## src/rtl/rvv_group_sequencer.sv

```systemverilog
// rvv_group_sequencer: accepts vsetvl-style configuration and sequences one
// vector ALU op across a register group (LMUL registers), one register per
// cycle, producing registered writes with tail byte-enables.
// Optional feature: define RVV_SEQ_MASK_EN to add in_vm/v0 element masking.
module rvv_group_sequencer #(
  parameter int VLEN = 64,
  parameter int RA_W = 5
) (
  input  logic                  clk,
  input  logic                  rst,
  input  logic                  cfg_valid,
  input  logic [7:0]            cfg_avl,
  input  logic [2:0]            cfg_sew,
  input  logic [2:0]            cfg_lmul,
  input  logic                  in_valid,
  output logic                  in_ready,
  input  logic [2:0]            in_op,
  input  logic [RA_W-1:0]       in_vd,
  input  logic [RA_W-1:0]       in_vs1,
  input  logic [RA_W-1:0]       in_vs2,
  input  logic [31:0]           in_scalar,
`ifdef RVV_SEQ_MASK_EN
  input  logic                  in_vm,
  input  logic [VLEN-1:0]       v0,
`endif
  output logic [RA_W-1:0]       ra_a,
  output logic [RA_W-1:0]       ra_b,
  input  logic [VLEN-1:0]       rd_a,
  input  logic [VLEN-1:0]       rd_b,
  output logic                  we,
  output logic [RA_W-1:0]       wa,
  output logic [VLEN-1:0]       wd,
  output logic [VLEN/8-1:0]     wbe,
  output logic [$clog2(VLEN):0] vl,
  output logic [6:0]            vtype,
  output logic                  busy,
  output logic                  done,
  output logic                  err
);

  localparam int VL_W = $clog2(VLEN) + 1;

  typedef enum logic {IDLE, RUN} state_t;

  state_t          state_reg, state_next;
  logic [2:0]      idx_reg;
  logic [2:0]      op_reg;
  logic [RA_W-1:0] vd_reg, vs1_reg, vs2_reg;
  logic [31:0]     scalar_reg;
`ifdef RVV_SEQ_MASK_EN
  logic            vm_reg;
`endif

  // Group geometry derived from the current vtype
  logic            vill;
  logic [3:0]      group_len;
  logic [2:0]      align_mask;
  logic            last_idx;
  logic            misaligned;
  logic            accept;
  logic            op_bad;
  logic            start_run;

  assign vill       = vtype[6];
  assign group_len  = 4'd1 << vtype[1:0];
  assign align_mask = 3'(group_len - 4'd1);
  assign last_idx   = (idx_reg == align_mask);
  assign misaligned = |((in_vd | in_vs1 | in_vs2) & RA_W'(align_mask));
  assign in_ready   = (state_reg == IDLE);
  assign accept     = in_ready && in_valid && !cfg_valid;
  assign op_bad     = vill || (in_op == 3'b111) || misaligned;
  assign start_run  = accept && !op_bad && (vl != '0);

  assign ra_a = vs2_reg + RA_W'(idx_reg);
  assign ra_b = vs1_reg + RA_W'(idx_reg);

  // Configuration decode: legality, VLMAX and clamped vl
  logic            cfg_legal;
  logic [15:0]     vlmax;
  logic [VL_W-1:0] cfg_vl;
  always_comb begin
    cfg_legal = !cfg_sew[2] && !cfg_lmul[2] &&
                ((16'd8 << cfg_sew[1:0]) <= 16'(VLEN));
    vlmax     = (16'(VLEN / 8) >> cfg_sew[1:0]) << cfg_lmul[1:0];
    cfg_vl    = '0;
    if (cfg_legal) begin
      if (16'(cfg_avl) < vlmax) cfg_vl = VL_W'(cfg_avl);
      else                      cfg_vl = VL_W'(vlmax);
    end
  end

  // Per-SEW datapaths; the active one is selected by vtype.sew
  logic [VLEN-1:0]   res_by_sew [4];
  logic [VLEN/8-1:0] be_by_sew  [4];

  for (genvar gs = 0; gs < 4; gs++) begin : g_sew
    localparam int SW = 8 << gs;
    if (SW <= VLEN) begin : g_ok
      localparam int NE   = VLEN / SW;
      localparam int SH_W = $clog2(SW);
      logic [SW-1:0]     sc;
      logic [VLEN-1:0]   res;
      logic [VLEN/8-1:0] be;

      // Scalar is sign-extended to 64 bits, then truncated to SEW
      assign sc = SW'({{32{scalar_reg[31]}}, scalar_reg});

      for (genvar ge = 0; ge < NE; ge++) begin : g_el
        logic [SW-1:0] ea, eb, er;
        logic [15:0]   gidx;
        logic          act;

        assign ea = rd_a[ge*SW +: SW];
        assign eb = rd_b[ge*SW +: SW];

        // Element ALU, all arithmetic wraps modulo 2^SEW
        always_comb begin
          er = '0;
          case (op_reg)
            3'b000:  er = ea + eb;
            3'b001:  er = ea - eb;
            3'b010:  er = ea & eb;
            3'b011:  er = ea | eb;
            3'b100:  er = ea ^ eb;
            3'b101:  er = ea + sc;
            3'b110:  er = ea << sc[SH_W-1:0];
            default: er = '0;
          endcase
        end

        assign gidx = 16'(idx_reg) * 16'(NE) + 16'(ge);
`ifdef RVV_SEQ_MASK_EN
        assign act = (gidx < 16'(vl)) &&
                     (vm_reg || v0[gidx[$clog2(VLEN)-1:0]]);
`else
        assign act = (gidx < 16'(vl));
`endif
        assign res[ge*SW +: SW]         = er;
        assign be[ge*(SW/8) +: (SW/8)]  = {(SW/8){act}};
      end

      assign res_by_sew[gs] = res;
      assign be_by_sew[gs]  = be;
    end else begin : g_none
      assign res_by_sew[gs] = '0;
      assign be_by_sew[gs]  = '0;
    end
  end

  // FSM state register
  always_ff @(posedge clk or negedge rst) begin
    if (!rst) state_reg <= IDLE;
    else      state_reg <= state_next;
  end

  // FSM next state: IDLE waits for a runnable op, RUN walks the group
  always_comb begin
    state_next = state_reg;
    case (state_reg)
      IDLE:    if (start_run) state_next = RUN;
      RUN:     if (last_idx)  state_next = IDLE;
      default: state_next = IDLE;
    endcase
  end

  // vl/vtype only change on a cfg seen while idle
  always_ff @(posedge clk or negedge rst) begin
    if (!rst) begin
      vl    <= '0;
      vtype <= 7'b1000000;
    end else if (in_ready && cfg_valid) begin
      vl    <= cfg_vl;
      vtype <= cfg_legal ? {1'b0, cfg_sew, cfg_lmul} : 7'b1000000;
    end
  end

  // Operand capture at acceptance and group index stepping
  always_ff @(posedge clk or negedge rst) begin
    if (!rst) begin
      idx_reg    <= '0;
      op_reg     <= '0;
      vd_reg     <= '0;
      vs1_reg    <= '0;
      vs2_reg    <= '0;
      scalar_reg <= '0;
`ifdef RVV_SEQ_MASK_EN
      vm_reg     <= 1'b1;
`endif
    end else if (accept) begin
      idx_reg    <= '0;
      op_reg     <= in_op;
      vd_reg     <= in_vd;
      vs1_reg    <= in_vs1;
      vs2_reg    <= in_vs2;
      scalar_reg <= in_scalar;
`ifdef RVV_SEQ_MASK_EN
      vm_reg     <= in_vm;
`endif
    end else if (state_reg == RUN) begin
      idx_reg    <= idx_reg + 3'd1;
    end
  end

  // Registered write port and status pulses, one cycle behind the read
  always_ff @(posedge clk or negedge rst) begin
    if (!rst) begin
      we   <= 1'b0;
      wa   <= '0;
      wd   <= '0;
      wbe  <= '0;
      done <= 1'b0;
      err  <= 1'b0;
      busy <= 1'b0;
    end else begin
      we   <= (state_reg == RUN);
      done <= ((state_reg == RUN) && last_idx) ||
              (accept && !op_bad && (vl == '0));
      err  <= accept && op_bad;
      busy <= (state_next == RUN) || (state_reg == RUN);
      if (state_reg == RUN) begin
        wa  <= vd_reg + RA_W'(idx_reg);
        wd  <= res_by_sew[vtype[4:3]];
        wbe <= be_by_sew[vtype[4:3]];
      end
    end
  end

endmodule

```

## config.mk

```make
export PLATFORM = sky130hd
export DESIGN_NAME = rvv_group_sequencer
export DESIGN_NICKNAME = d
export VERILOG_FILES = /design/src/rtl/rvv_group_sequencer.sv
export SDC_FILE = /design/constraint.sdc
export NUM_CORES = 2
export LEC_CHECK = 0
export BUFFER_PORTS_ARGS = -buffer_cell sky130_fd_sc_hd__buf_2
export CAP_MARGIN = 25
export CORE_UTILIZATION = 40
export CTS_CLUSTER_DIAMETER = 30
export DETAILED_ROUTE_END_ITERATION = 12
export HOLD_SLACK_MARGIN = 0.12
export PLACE_DENSITY_LB_ADDON = 0.1
export SLEW_MARGIN = 20
export SYNTH_ARGS = -nofsm -noshare
export SYNTH_HDL_FRONTEND = slang
export SYNTH_SLANG_ARGS = --single-unit
export TNS_END_PERCENT = 5
```

## constraint.sdc

```tcl
create_clock -name clk -period 7.3 [get_ports clk]
set_input_delay 1.46 -clock clk [delete_from_list [all_inputs] [get_ports clk]]
set_output_delay 1.46 -clock clk [all_outputs]
set_load 0.005 [all_outputs]
```

==> flow_summary.ini <==
[timing]
setup_viol = 0
worst_pin_slew_ns = 1.15
relSlewSlack = 0.226
final-hold-violation-count = 0
setup_tns_ns = 0
post-route-period-util = 0.939
slew_viol_final = 0
grt_setup_unrepaired = false
final.min_clock_period_ns = 6.85
fin_worst_skew_ns = 0.0258
max_freq_mhz = 146

[place]
place_hpwl_um = 132000
io_buffers = 301
gp_congestion = 1.10
post-place-cells = 5135

[pwr]
power_frac_seq = 0.132
power.density_nw_per_um2 = 389
p_int_uw = 4980
leakagePower_uw = 0.0143
p_comb_frac = 0.790
switching_share = 0.608
peakVddDrop_v = 0.000215
switching_power_uw = 7730
p_clk_frac = 0.079

[synth]
yosysSeqAreaShare = 0.126
syn_inst = 4060
synth_cell_types = 89
synth_fp_nets = 4601
synthArstFlopShare = 1.00
netlist.area_leader.share = 0.142
synth.avg_cell_area_sq_um = 7.27
synth_area_sq_um = 29500
synth_edf_count = 0
ys_top_cells_by_area = ha_1 (14%), dfrtp_1 (13%), a21oi_1 (6.5%), nand2_1 (5.5%), o21ai_0 (4.6%)
synth_ff_type = dfrtp_1
yosys.area.top_type = ha_1
ys_ff_latch = 149
yosysWarnings = 0

[worst_setup_path]
crit_fanout = 9
worstPathArrival_ns = 7.22
cp.required_ns = 7.67
worst-setup-path-type = primary input to register
end_kind = register
start_kind = primary input

[floorplan]
die_h_um = 274
dieArea_sq_um = 74900
num_rows = 99
ios = 302
initial_utilization = 0.405
core_area_sq_um = 73000
die_x_um = 274

[clock_tree]
cts_tree = yes
hold_buffers = 0
cts_buffers = 17
ctsHtreeMaxLevel = 4
clk_latency_ns = 0.50
cts_setup_buffers = 0
cts_sinks = 149
clockBufferDepth = 2
clockRootBuffer = clkbuf_16
ctsResizeCount = 0
cts.clk_slew.worst_paths_ns = 0.08

[detailed_routing]
vias = 35600
firstDrtPassIters = 6
ant_nets = 0
drc = 0
wl_per_cell_um = 33.1
totalWireLength_um = 171000
via_per_inst = 6.89
drt_iter0_markers = 5096

[cells_and_area]
fin_nets = 4738
syn2layout_area_growth_pct = 10.6
max_flop_register = wd
drive_above_1_share = 0.146
layout.cells.non_filler = 5173
largest_register_ffs = 64

[grt]
busiest_layer = met2
grt_max_degree = 168
antenna_found_initial = 15
use_met1 = 0.527
first_global_vias = 32200
grt_pass1_wl_um = 239000
use_met3 = 0.121
grt.overflow.total = 0
grt.total_usage = 0.445
met2_usage = 0.659

[run]
drv_cap = 0

[status]
status = finished, final reports clean

[worst_hold_path]
hp-class = register to register
## layout make-up
type | count | area, sq um
Clock inverter | 15 | 179
Sequential cell | 149 | 3760
Antenna cell | 4 | 10.0
Inverter | 211 | 792
Multi-Input combinational cell | 3418 | 24000
Fill cell | 7728 | 40300
Clock buffer | 17 | 425
Tap cell | 959 | 1200
Timing Repair Buffer | 400 | 2300
## path summary, 6_finish.rpt
kind	from	to	slack (ns)	cells after the start
min in group asynchronous	rst	wd[23]	1.03	1
worst max-delay path	rd_b[0]	wd[63]	0.45	21
worst max register to register	op_reg[0]	wd[38]	1.37	13
max in group asynchronous	rst	op_reg[2]	4.68	2
worst min-delay path	wbe[2]	wbe[2]	0.48	1
worst min register to register	wbe[2]	wbe[2]	0.48	1
## metrics by stage
step           setup WS [ns]  area (sq um)  hold WS [ns]   util  power [uW]
6_report               0.448         32600         0.481  0.447       12700
3_3_place_gp           0.362         32000         0.461  0.438       11100
2_1_floorplan           1.14         29500         0.423      -        7340
4_1_cts                0.699         32600         0.486  0.447       12200
3_5_place_dp           0.194         32000         0.467  0.438       11100
5_1_grt                0.240         32600         0.509  0.447       13200
## worst max-delay path, stage by stage
cell and delay, ns:
buf_2 0.11, inv_1 0.09, ha_1 0.20, nand3_1 0.19
nor3_1 0.47, nand4_1 0.41, nor4_2 0.59, and2_1 0.24
nor3_1 0.05, a21oi_1 0.15, o211ai_1 0.12, ha_1 0.53
nand4_1 0.17, or3_1 0.46, nor4_1 0.51, a2111oi_2 0.17
o31ai_1 0.55, a31oi_1 0.19, xnor2_1 0.16, a211oi_1 0.28
a21oi_1 0.11
## power by group through the flow
stage                     Clock, uW  Combinational [uW]  Sequential, uW
final                           998               10000            1680
after global routing           1030               10500            1700
after CTS                      1010                9510            1650
after detailed placement          0                9460            1660
after global placement            0                9480            1660
after floorplan                   0                5990            1350
## kinds of logic after synthesis
logic type	after synthesis	share of synthesized area
muxes	227	0.0998
and+or+nand+nor	1198	0.186
buffers and inverters	493	0.0637
adders and majority gates	345	0.149
xor gates and xnor gates	140	0.0418
DFF	149	0.126
AOI/OAI and AO/OA	1508	0.333
## cells in the final DEF (no fill, tap or decap), drive strengths merged, types with 42 or more instances in the layout
| master | netlist | layout |
|---|---|---|
| nand2 | 433 | 433 |
| buf | 59 | 399 |
| a21oi | 383 | 383 |
| ha | 334 | 334 |
| nor2 | 320 | 320 |
| o21ai | 272 | 272 |
| inv | 206 | 219 |
| dfrtp | 148 | 148 |
| o211ai | 129 | 129 |
| nor3 | 119 | 119 |
| mux2i | 112 | 112 |
| a21o | 109 | 109 |
| xnor2 | 97 | 97 |
| o22ai | 83 | 83 |
| a22oi | 82 | 82 |
| a31oi | 77 | 77 |
| nand3 | 75 | 75 |
| mux2 | 68 | 68 |
| a211oi | 65 | 65 |
| mux4 | 47 | 47 |
| o221ai | 46 | 46 |
| xor2 | 43 | 43 |
| a221oi | 42 | 42 |
## synth_stat cells (all sizes together), types with 27 or more instances
| cell | instances |
|---|---|
| a211oi | 65 |
| a21o | 109 |
| a21oi | 383 |
| a221oi | 42 |
| a22oi | 82 |
| a31oi | 77 |
| and2 | 29 |
| buf | 59 |
| clkbuf | 223 |
| dfrtp | 148 |
| ha | 334 |
| inv | 206 |
| mux2 | 68 |
| mux2i | 112 |
| mux4 | 47 |
| nand2 | 433 |
| nand3 | 75 |
| nand4 | 38 |
| nor2 | 320 |
| nor2b | 41 |
| nor3 | 119 |
| o211ai | 129 |
| o21a | 30 |
| o21ai | 272 |
| o221ai | 46 |
| o22ai | 83 |
| or3 | 27 |
| xnor2 | 97 |
| xor2 | 43 |
## layer usage
metal | vias up | wire, um
met5 | - | 53
met4 | 8 | 18500
met3 | 747 | 18800
met2 | 2600 | 70800
met1 | 16800 | 63000
li1 | 15500 | -
Power figures use the tool's default switching activity.
